==> config.mk <==
export PLATFORM = sky130hd
export DESIGN_NAME = vliw_uart_rx_fifo
export DESIGN_NICKNAME = d
export VERILOG_FILES = /design/src/rtl/vliw_uart_pkg.sv /design/src/rtl/vliw_fifo.sv /design/src/rtl/vliw_uart_rx_fifo.sv
export SDC_FILE = /design/constraint.sdc
export NUM_CORES = 1
export LEC_CHECK = 0
export CAP_MARGIN = 5
export CORE_MARGIN = 3
export CORE_UTILIZATION = 55
export DETAILED_ROUTE_END_ITERATION = 16
export MAX_ROUTING_LAYER = met4
export PLACE_DENSITY = 0.87
export SYNTH_ARGS = -nofsm -noshare
export SYNTH_HDL_FRONTEND = slang
export SYNTH_SLANG_ARGS = --single-unit
==> constraint.sdc <==
create_clock -name clk -period 6.9 [get_ports clk]
set_clock_uncertainty 0.15 [all_clocks]
set_input_delay 1.725 -clock clk [delete_from_list [all_inputs] [get_ports clk]]
set_output_delay 1.725 -clock clk [all_outputs]
set_load 0.005 [all_outputs]
==> src/rtl/vliw_uart_pkg.sv <==
// Shared constants and types for the VLIW UART receive path.
// Latency/backpressure: none; this file holds declarations only.
package vliw_uart_pkg;

  localparam int DATA_BITS   = 8;
  localparam int SYNC_STAGES = 2;

  typedef enum logic [1:0] {
    ST_IDLE  = 2'd0,
    ST_START = 2'd1,
    ST_DATA  = 2'd2,
    ST_STOP  = 2'd3
  } rx_state_e;

  // Start-bit confirmation point: the middle of the bit period.
  function automatic logic [15:0] half_period(input logic [15:0] div);
    return div >> 1;
  endfunction

endpackage

==> src/rtl/vliw_fifo.sv <==
// Synchronous circular-buffer FIFO; head shown combinationally, occupancy 0..DEPTH.
// Latency: push visible next cycle; backpressure: push while full is taken only together with a pop.
module vliw_fifo #(
  parameter int DEPTH = 4,
  parameter int W     = 8,
  parameter int CW    = $clog2(DEPTH) + 1
) (
  input  logic          clk,
  input  logic          rst,
  input  logic          push,
  input  logic [W-1:0]  push_dat,
  input  logic          pop,
  output logic [W-1:0]  pop_dat,
  output logic          full,
  output logic          empty,
  output logic [CW-1:0] count
);

  localparam int AW = CW - 1;

  logic [CW-1:0] wr_ptr_q, wr_ptr_d;
  logic [CW-1:0] rd_ptr_q, rd_ptr_d;
  logic [W-1:0]  mem_q [DEPTH];
  logic          do_push;
  logic          do_pop;

  always_comb begin
    empty    = (wr_ptr_q == rd_ptr_q);
    // Full when the pointers wrap to the same slot on different laps.
    full     = ((wr_ptr_q ^ rd_ptr_q) == {1'b1, {AW{1'b0}}});
    do_pop   = pop & ~empty;
    do_push  = push & (~full | do_pop);
    wr_ptr_d = wr_ptr_q + CW'(do_push);
    rd_ptr_d = rd_ptr_q + CW'(do_pop);
    count    = wr_ptr_q - rd_ptr_q;
    pop_dat  = empty ? '0 : mem_q[rd_ptr_q[AW-1:0]];
  end

  always_ff @(posedge clk) begin
    if (rst) begin
      wr_ptr_q <= '0;
      rd_ptr_q <= '0;
    end else begin
      wr_ptr_q <= wr_ptr_d;
      rd_ptr_q <= rd_ptr_d;
    end
  end

  always_ff @(posedge clk) begin
    if (do_push) begin
      mem_q[wr_ptr_q[AW-1:0]] <= push_dat;
    end
  end

endmodule

==> src/rtl/vliw_uart_rx_fifo.sv <==
// 8N1 UART receiver (2-FF sync, mid-bit sampling, glitch/break rejection) feeding a small FIFO.
// Latency: byte visible one clk after its stop sample; backpressure: full FIFO drops the byte and sets overrun unless popped that cycle.
module vliw_uart_rx_fifo
  import vliw_uart_pkg::*;
#(
  parameter int DEPTH = 4,
  parameter int CW    = $clog2(DEPTH) + 1
) (
  input  logic          clk,
  input  logic          rst,
  input  logic [15:0]   divisor,
  input  logic          RX,
  output logic [7:0]    dout,
  output logic          has_byte,
  input  logic          rd,
  output logic [CW-1:0] count,
  output logic          busy,
  output logic          frame_err,
  output logic          overrun,
  input  logic          clr_err
);

  logic [SYNC_STAGES-1:0] sync_q, sync_d;
  logic [SYNC_STAGES-1:0] sync_vld_q, sync_vld_d;
  logic                   rx_s;
  logic                   rx_vld;

  rx_state_e              state_q, state_d;
  logic [15:0]            cnt_q, cnt_d;
  logic [15:0]            div_q, div_d;
  logic [2:0]             bit_idx_q, bit_idx_d;
  logic [DATA_BITS-1:0]   shreg_q, shreg_d;
  logic                   armed_q, armed_d;
  logic                   push_q, push_d;
  logic                   frame_err_q, frame_err_d;
  logic                   overrun_q, overrun_d;

  logic                   frame_err_set;
  logic                   overrun_set;
  logic                   fifo_full;
  logic                   fifo_empty;

  // sync_vld tracks which stages hold real line samples, so the reset
  // value of the synchronizer cannot re-arm the receiver on a held-low line.
  always_comb begin
    sync_d     = {sync_q[SYNC_STAGES-2:0], RX};
    sync_vld_d = {sync_vld_q[SYNC_STAGES-2:0], 1'b1};
    rx_s       = sync_q[SYNC_STAGES-1];
    rx_vld     = sync_vld_q[SYNC_STAGES-1];
  end

  always_comb begin
    state_d       = state_q;
    cnt_d         = cnt_q;
    div_d         = div_q;
    bit_idx_d     = bit_idx_q;
    shreg_d       = shreg_q;
    armed_d       = armed_q;
    push_d        = 1'b0;
    frame_err_set = 1'b0;

    case (state_q)
      ST_IDLE: begin
        if (rx_vld && rx_s) begin
          armed_d = 1'b1;
        end
        if (armed_q && rx_vld && !rx_s) begin
          state_d = ST_START;
          // The detection edge counts as the first START clock.
          cnt_d   = 16'd1;
          div_d   = divisor;
        end
      end

      ST_START: begin
        cnt_d = cnt_q + 16'd1;
        if (cnt_q == half_period(div_q)) begin
          if (rx_s) begin
            state_d = ST_IDLE;
            cnt_d   = '0;
          end else begin
            state_d   = ST_DATA;
            cnt_d     = '0;
            bit_idx_d = '0;
          end
        end
      end

      ST_DATA: begin
        cnt_d = cnt_q + 16'd1;
        if (cnt_q == div_q) begin
          shreg_d   = {rx_s, shreg_q[DATA_BITS-1:1]};
          cnt_d     = '0;
          bit_idx_d = bit_idx_q + 3'd1;
          if (bit_idx_q == 3'(DATA_BITS - 1)) begin
            state_d = ST_STOP;
          end
        end
      end

      ST_STOP: begin
        cnt_d = cnt_q + 16'd1;
        if (cnt_q == div_q) begin
          state_d = ST_IDLE;
          cnt_d   = '0;
          if (rx_s) begin
            push_d = 1'b1;
          end else begin
            frame_err_set = 1'b1;
            armed_d       = 1'b0;
          end
        end
      end

      default: begin
        state_d = ST_IDLE;
      end
    endcase
  end

  // New error events win over a coincident clear.
  always_comb begin
    overrun_set = push_q & fifo_full & ~rd;
    frame_err_d = frame_err_set | (frame_err_q & ~clr_err);
    overrun_d   = overrun_set | (overrun_q & ~clr_err);
  end

  always_ff @(posedge clk) begin
    if (rst) begin
      sync_q      <= '1;
      sync_vld_q  <= '0;
      state_q     <= ST_IDLE;
      cnt_q       <= '0;
      div_q       <= '0;
      bit_idx_q   <= '0;
      shreg_q     <= '0;
      armed_q     <= 1'b0;
      push_q      <= 1'b0;
      frame_err_q <= 1'b0;
      overrun_q   <= 1'b0;
    end else begin
      sync_q      <= sync_d;
      sync_vld_q  <= sync_vld_d;
      state_q     <= state_d;
      cnt_q       <= cnt_d;
      div_q       <= div_d;
      bit_idx_q   <= bit_idx_d;
      shreg_q     <= shreg_d;
      armed_q     <= armed_d;
      push_q      <= push_d;
      frame_err_q <= frame_err_d;
      overrun_q   <= overrun_d;
    end
  end

  vliw_fifo #(
    .DEPTH (DEPTH),
    .W     (DATA_BITS),
    .CW    (CW)
  ) u_fifo (
    .clk      (clk),
    .rst      (rst),
    .push     (push_q),
    .push_dat (shreg_q),
    .pop      (rd),
    .pop_dat  (dout),
    .full     (fifo_full),
    .empty    (fifo_empty),
    .count    (count)
  );

  always_comb begin
    has_byte  = ~fifo_empty;
    busy      = (state_q != ST_IDLE);
    frame_err = frame_err_q;
    overrun   = overrun_q;
  end

endmodule

# Word level (Yosys, flattened, before mapping)
# Memory sizes are Yosys's and may differ from the RTL's. A register that Yosys moved wholly into a read port is not among the register bits.
# Index checks and enable logic that the tools add are counted.
# classes
n_bitwise	16
add_sub_neg	5
reduce_logical	15
n_eq_ne	16
n_mux	28
# ops
operator	n
2-to-1 mux 16 bit	3
case mux 16 bit (3 select lines)	1
adder 16 x 1 -> 16 bit (second input constant)	1
equality test 16 x 15 -> 1 bit	1
equality test 16 bit	1
!= test 2 bit (second input constant)	8
2-to-1 mux 2 bit	7
2-to-1 mux 1 bit	10
2-to-1 mux 3 bit	3
2-to-1 mux 8 bit	1
case mux 2 bit (4 select lines)	1
AND reduction 4 bit	2
adder 3 x 1 -> 3 bit	2
bitwise AND 1 bit	6
equality test 3 bit (second input constant)	2
inverter 1 bit	6
case mux 3 bit (2 select lines)	1
nonzero test 2 bit	3
AND reduction 5 bit	1
equality test 2 bit (second input constant)	2
AND reduction 2 bit	2
adder 3 x 1 -> 3 bit (second input constant)	1
equality test 3 bit	1
logical AND 1 bit	3
9 further kinds	11
# word_totals
n_memories	1
mem_bits_rw	32
output_inout_bits	15
register_bits	59
# mem_list
name	depth	width	read_ports	rd_clocked_by_memory_dff	wr	line_no	source
u_fifo.mem_q	4	8	1	1	1	vliw_fifo.sv:23	logic [W-1:0] mem_q [DEPTH];

# Longest topological paths before layout
# Gate-level depths: netlist (run 1).
# depth
depth_word	7
depth_mapped	10
mapped_depth_nobuf	9

# By module
# From an unflattened synthesis (run 1), not the netlist that was laid out.
# unflattened
cells_unflattened	395
area_unflattened_um2	4211.5
# modules_own_cells
module	area_per_inst_um2	cells_each	seq_area_each_um2	n_inst
vliw_uart_rx_fifo	2591.2	300	1061.0	1
vliw_fifo	1620.3	95	1081.0	1

# Least setup slack after synthesis (run 1)
# No wires, ideal clock.
# synth_timing
kind	reg2out
startpoint	reg u_fifo.rd_ptr_q[1]
endpoint	out dout[0]
t_arrival_ns	1.522
path_stages_with_launch	7
path_buffers	2
setup_slack_ns	3.503
t_required_ns	5.025
path_cell_list	dfxtp_1 -> clkbuf_1 -> inv_1 -> ha_1 -> and3_1 -> clkbuf_1 -> nor2b_1
# synth_via
elab_chain_len	2
# synth_rtl
element	line_no	source
from (decl)	vliw_fifo.sv:22	logic [CW-1:0] rd_ptr_q, rd_ptr_d;
from (signal assigned)	vliw_fifo.sv:45	rd_ptr_q <= rd_ptr_d;
equality test 3 bit	vliw_fifo.sv:28	empty = (wr_ptr_q == rd_ptr_q);
2-to-1 mux 8 bit	vliw_fifo.sv:36	pop_dat = empty ? '0 : mem_q[rd_ptr_q[AW-1:0]];
to (decl)	vliw_uart_rx_fifo.sv:13	output logic [7:0] dout,
# No other way between the ends.

# Worst setup path in the final report (run 1)
# Ends and elaborated chain as after synthesis.

==> run summary, run 1 <==
Status: finished clean
Synth top cells by count: dfxtp_1, nand2_1, xnor2_1
Num CTS Buffers: 9
Arr. time, crit path: 2430 ps
Synth Instances: 392
Synth warnings: 0
Count leader, synth: dfxtp_1
Vias in the first global route: 2874
Worst Setup Start Kind: flip-flop
Drt initial violations: 134
Top post-synthesis cells by area: dfxtp_1, edfxtp_1, xnor2_1
Number of fill cells: 591
Async S/R FF share, synth: 0%
Hold-fix buffers, CTS: 0
Slowest cell on the critical path: dfxtp_1
Crit path capture type: primary output
Class of the most critical hold timing path: reg2reg
Tcrit/Tclk final: 62.3%
Max clock buf depth: 2
ANT cells: 0
Crit path required time: 5030 ps
Final setup fails: 0
Slew margin rel.: 34.4%
Core Area: 0.00729 mm²
Synthesis-to-layout area growth: 12.9%
Least-Margin Pin Slew: 983 ps
Post_cts resized: 0
I/O Buffers: 35
Yosys top cell area share: 28.4%
Post-Syn Nets: 423
CP max FO: 11
Setup crit start: u_fifo.rd_ptr_q[1]$_SDFF_PP0_
H-Tree Level Count: 3
PD cells: 198 mW/mm²
Footprint of the multi-input gates: 0.00183 mm²
Seq/Total Area, Yosys: 51.6%
Final core occ: 64.3%
Crit path largest cell delay: 650 ps
Buf+Inv Stages, Crit Path: 2
Pleak: 1.68 nW
Residual DRC count: 0
Chip Height: 92.9 µm
Cell Chain, Critical Path: inv_1, ha_1, and3_1, nor2b_1, clkdlybuf4s50_1
Fmax: 233 MHz
Min cycle time layout: 4300 ps
Crit path kind: reg2out
Routability cong.: 0.885
Post-synthesis average cell area: 10.6 µm²
Critical R2R Launch: cnt_q[2]$_SDFFE_PP0P_
Placement row count: 31
Final Hold Fails: 0
Primary flip-flop cell chosen by synthesis mapping: dfxtp_1
Cell taking the most area after synthesis: dfxtp_1
Peak supply drop: 152 µV
Clk sinks: 91
Max Slew Vio Count: 0
Post-synthesis sequential element count: 91
Total gr overflow: 0
Initial DRT Pass Iterations: 4
Hold WS: 270 ps
Synthesized area: 0.00416 mm²
CTS tree: built
Tot GR Track Use: 19.8%
Die width: 92.9 µm
Final antenna-violating net count: 0
Design area: 0.00469 mm²
Routed WL per cell: 14.9 µm
Largest net degree at the start of global routing: 44
Nets: 443
Setup TNS: 0 ps
Layout cell share with drive strength beyond 1: 9.35%
Tot Pwr: 0.928 mW
Die Area: 0.00863 mm²
EDFF count, synth: 32
Root Buffer Master: clkbuf_8
Distinct cells, synth: 41
Initial Util: 57.0%
First-pass GRT wire length: 13000 µm
Register area: 0.00214 mm²
Dpl cell area: 0.00450 mm²
Worst-Skew Late Latency: 370 ps
RSZ-0062 raised after global routing: no
Routed WL: 7710 µm
Setup repair bufs after CTS: 0
Clock-pin slew on the worst setup and hold paths: 90 ps
IO Count: 36
CP delay by family, top: flip-flops
Hold Crit Start: sync_q[0]$_SDFF_PP1_
HPWL Detailed: 5450 µm
Routed vias: 2888
Max Cap Viol: 0
DR vias/cell: 5.60
Initial antenna violation count: 0
stage by stage:
stage | setup WS [ps] | instances
after CTS | 2550 | 516
after global placement | 2970 | 500
final | 2600 | 516
after global routing | 2380 | 516
after detailed placement | 2910 | 500
after floorplan | 3500 | 392
power by group:
group          leakage, nW  internal [mW]  switching (mW)
Clock               0.0999          0.141           0.206
Sequential           0.773          0.553         0.00169
Combinational        0.805         0.0154          0.0122
Total                 1.68          0.709           0.219
worst register-to-register path, stage by stage, from the launching register on:
cell	delay, ps
dfxtp_1	570
xnor2_1	170
nand4_1	160
nor4_4	480
nand3b_1	550
or2_0	400
a21oi_1	160
logic make-up after synthesis:
family,synth area share (%)
simple gates,17.6
buf+inv,4.37
fa+ha+maj,3.19
mux,6.50
flops,51.6
compound gates,9.24
xor+xnor,7.59
worst paths after layout:
check | to | slack, ps | cells past startpoint
setup / recovery | dout[0] | 2600 | 5
hold / removal | sync_q[1]$_SDFF_PP1_ | 270 | 1
setup reg to reg | bit_idx_q[0]$_SDFFE_PP0P_ | 4190 | 6
hold reg to reg | sync_q[1]$_SDFF_PP1_ | 270 | 1
layout make-up:
class / instances / area share [%]
timing repair buffer: 36 / 7.63
inverter: 12 / 0.961
clock inverter: 7 / 1.39
clock buffer: 9 / 2.64
tap: 99 / 2.64
sequential: 91 / 45.7
multi-input combinational: 262 / 39.1
registers in the layout (all words and copies together) (netlist names), 2 cells and up, named ones only:
signal	flops
u_fifo.mem_q	32
cnt_q	16
div_q	16
shreg_q	8
bit_idx_q	3
u_fifo.rd_ptr_q	3
u_fifo.wr_ptr_q	3
sync_q	2
sync_vld_q	2
routing by layer:
metal  vias to the layer above  track usage (%)  part of all wire (%)
li1                       1404                -                     -
met1                      1389             24.6                    45
met2                        77             31.2                    48
met3                        18             3.49                   4.1
met4                         0             10.3                   2.4
met5                         -                -                     0
cell usage in the layout, fill, tap and decap left out, types with 3 or more instances in the layout:
cell             count
dfxtp_1             59
nand2_1             50
clkdlybuf4s50_1     35
xnor2_1             33
edfxtp_1            32
a21oi_1             28
nor2_1              20
nor2b_1             17
inv_1               12
nand3_1             12
a31oi_1             12
and3_1              11
nand4_1              9
mux2i_1              9
ha_1                 9
clkbuf_8             9
mux4_2               8
a21oi_2              7
nand3b_1             6
o21ai_0              4
xor2_1               3
or2_2                3
inv_8                3
Note: power is estimated with default switching activity, not from simulation.
==> run 2: changes to the inputs <==
--- a/config.mk
+++ b/config.mk
@@ -7,7 +7,7 @@
 export LEC_CHECK = 0
 export CAP_MARGIN = 5
 export CORE_MARGIN = 3
-export CORE_UTILIZATION = 55
+export CORE_UTILIZATION = 52
 export DETAILED_ROUTE_END_ITERATION = 16
 export MAX_ROUTING_LAYER = met4
 export PLACE_DENSITY = 0.87
==> constraint.sdc (replaced) <==
create_clock -name clk -period 3.5 [get_ports clk]
set_clock_uncertainty 0.15 [all_clocks]
set_input_delay 0.875 -clock clk [delete_from_list [all_inputs] [get_ports clk]]
set_output_delay 0.875 -clock clk [all_outputs]
set_load 0.005 [all_outputs]
==> run 2 against run 1 <==
Effect of this change: power is 100% higher; via count is 2.5% lower; sequential share of layout area is 0.43 points lower; global-route usage is 1.2 points lower; core utilization is 1.1 points lower; non-clock buffer count is 4 higher; flip-flop and latch count stayed put; cell area is 0.96% higher; largest cell class unchanged.
==> run summary, run 2 (same netlist as run 1, synthesis figures left out) <==
Status: finished clean
Final non-filler cell total: 520 (+0.78%)
Max clock buf depth: 2 (unchanged)
Setup crit start: u_fifo.rd_ptr_q[0]$_SDFF_PP0_
Routed WL: 7450 µm (-3.4%)
PD cells: 395 mW/mm² (+100%)
CP max FO: 6 (-5)
Routability cong.: 0.883 (-0.27%)
Crit path kind: reg2out
Hold-fix buffers, CTS: 0 (unchanged)
Initial Util: 55.5% (-1.5 points)
Worst Setup Start Kind: flip-flop
Nets: 447 (+0.90%)
R2r setup slk: 810 ps (-3380 ps)
Max Cap Viol: 0 (unchanged)
Vias in the first global route: 2685 (-6.6%)
Die width: 95.4 µm (+2.7%)
First-pass GRT wire length: 12700 µm (-2.8%)
Final WS setup: 291 ps (-2310 ps)
IO Count: 36 (unchanged)
DR WL met2: 3610 µm (-2.9%)
Final setup fails: 0 (unchanged)
Placement row count: 31 (unchanged)
Layout cell share with drive strength beyond 1: 9.98% (+0.62 points)
Post_cts resized: 0 (unchanged)
HPWL Detailed: 5390 µm (-1.2%)
Cell Chain, Critical Path: buf_4, mux4_2, nor2b_1, clkdlybuf4s50_1
Most frequent cells in the layout: dfxtp_1, nand2_1, clkdlybuf4s50_1
Tot Pwr: 1.87 mW (+100%)
Slowest cell on the critical path: dfxtp_1
Drt initial violations: 211 (+57%)
Dpl cell area: 0.00453 mm² (+0.67%)
I/O Buffers: 35 (unchanged)
Core Area: 0.00749 mm² (+2.7%)
Worst R2R Path Depth: 6 (unchanged)
Critical R2R Launch: cnt_q[5]$_SDFFE_PP0P_
Class of the most critical hold timing path: reg2reg
Pleak: 1.70 nW (+1.5%)
WP depth: 4 (-1)
Die Area: 0.00910 mm² (+5.4%)
Max reg flops: 32 (unchanged)
Placed Instances: 504 (+0.80%)
Initial DRT Pass Iterations: 4 (unchanged)
Most common cell after layout, fill and taps aside: dfxtp_1
Fmax: 312 MHz
Worst-Skew Late Latency: 350 ps (-20 ps)
Total gr overflow: 0 (unchanged)
Crit path largest cell delay: 510 ps (-140 ps)
Slew margin rel.: 38.7% (+4.3 points)
Setup repair bufs after CTS: 0 (unchanged)
CP delay by family, top: buffers and inverters
Buf+Inv Stages, Crit Path: 2 (unchanged)
Crit path capture: dout[0]
RSZ-0062 raised after global routing: no
Clock-pin slew on the worst setup and hold paths: 100 ps (about the same)
Crit path required time: 2470 ps (-2560 ps)
Clk sinks: 91 (unchanged)
Peak supply drop: 257 µV (+69%)
Max Slew Vio Count: 0 (unchanged)
Met1 Wirelength: 3420 µm (-2.1%)
CTS tree: built
Tcrit/Tclk final: 91.7%
Routed vias: 2817 (-2.5%)
Min cycle time layout: 3210 ps
Num CTS Buffers: 9 (unchanged)
Routed WL per cell: 14.3 µm (-4.2%)
Arr. time, crit path: 2180 ps (-250 ps)
Uppermost routed layer: met4
Final Hold Fails: 0 (unchanged)
H-Tree Level Count: 3 (unchanged)
Root Buffer Master: clkbuf_8
Setup TNS: 0 ps (unchanged)
Residual DRC count: 0 (unchanged)
Least-Margin Pin Slew: 915 ps (-67.9 ps)
Reg2reg end: bit_idx_q[0]$_SDFFE_PP0P_
Final antenna-violating net count: 0 (unchanged)
Met3 WL: 332 µm (+4.7%)
Initial antenna violation count: 0 (unchanged)
Largest net degree at the start of global routing: 28 (-36%)
Synthesis-to-layout area growth: 13.9%
Design area: 0.00473 mm² (+0.96%)
Chip Height: 95.4 µm (+2.7%)
DR vias/cell: 5.42 (-3.2%)
Dpl ws: 625 ps (-2280 ps)
Tot GR Track Use: 18.6% (-1.2 points)
ANT cells: 0 (unchanged)
Crit path capture type: primary output
-- run 2: metrics by stage --
step | util, % | hold WS (ps)
after floorplan | - | 239
after CTS | 63.2 | 272
after global placement | 60.5 | 249
after global routing | 63.2 | 318
after detailed placement | 60.5 | 247
final | 63.2 | 270
-- run 2: layout make-up --
type / instances / area (µm²)
Multi-Input combinational cell: 262 / 1830
Tap cell: 99 / 124
Timing Repair Buffer: 40 / 388
Clock buffer: 10 / 128
Inverter: 12 / 45.0
Fill cell: 572 / 2750
Clock inverter: 6 / 76.3
Sequential cell: 91 / 2140
-- run 2: where the power goes --
part	internal, mW	switching [mW]	leakage [nW]	total, mW
Sequential	1.09	0.00334	0.773	1.09
Combinational	0.0311	0.0235	0.826	0.0546
Clock	0.346	0.378	0.104	0.724
-- run 2: worst min-delay path by stage --
stage	startpoint	endpoint	slack, ps	cells past startpoint
4_1_cts	sync_q[0]$_SDFF_PP1_	sync_q[1]$_SDFF_PP1_	270	1
3_3_place_gp	sync_q[0]$_SDFF_PP1_	sync_q[1]$_SDFF_PP1_	250	1
5_1_grt	sync_q[0]$_SDFF_PP1_	sync_q[1]$_SDFF_PP1_	320	1
6_report	sync_q[0]$_SDFF_PP1_	sync_q[1]$_SDFF_PP1_	270	1
3_5_place_dp	sync_q[0]$_SDFF_PP1_	sync_q[1]$_SDFF_PP1_	250	1
2_1_floorplan	sync_q[0]$_SDFF_PP1_	sync_q[1]$_SDFF_PP1_	240	1
-- run 2: layer usage --
metal | GRT usage (%) | vias to the layer above
met2 | 28.9 | 71
met3 | 4.03 | 6
met5 | - | -
met1 | 24.5 | 1323
met4 | 6.16 | 0
li1 | - | 1417
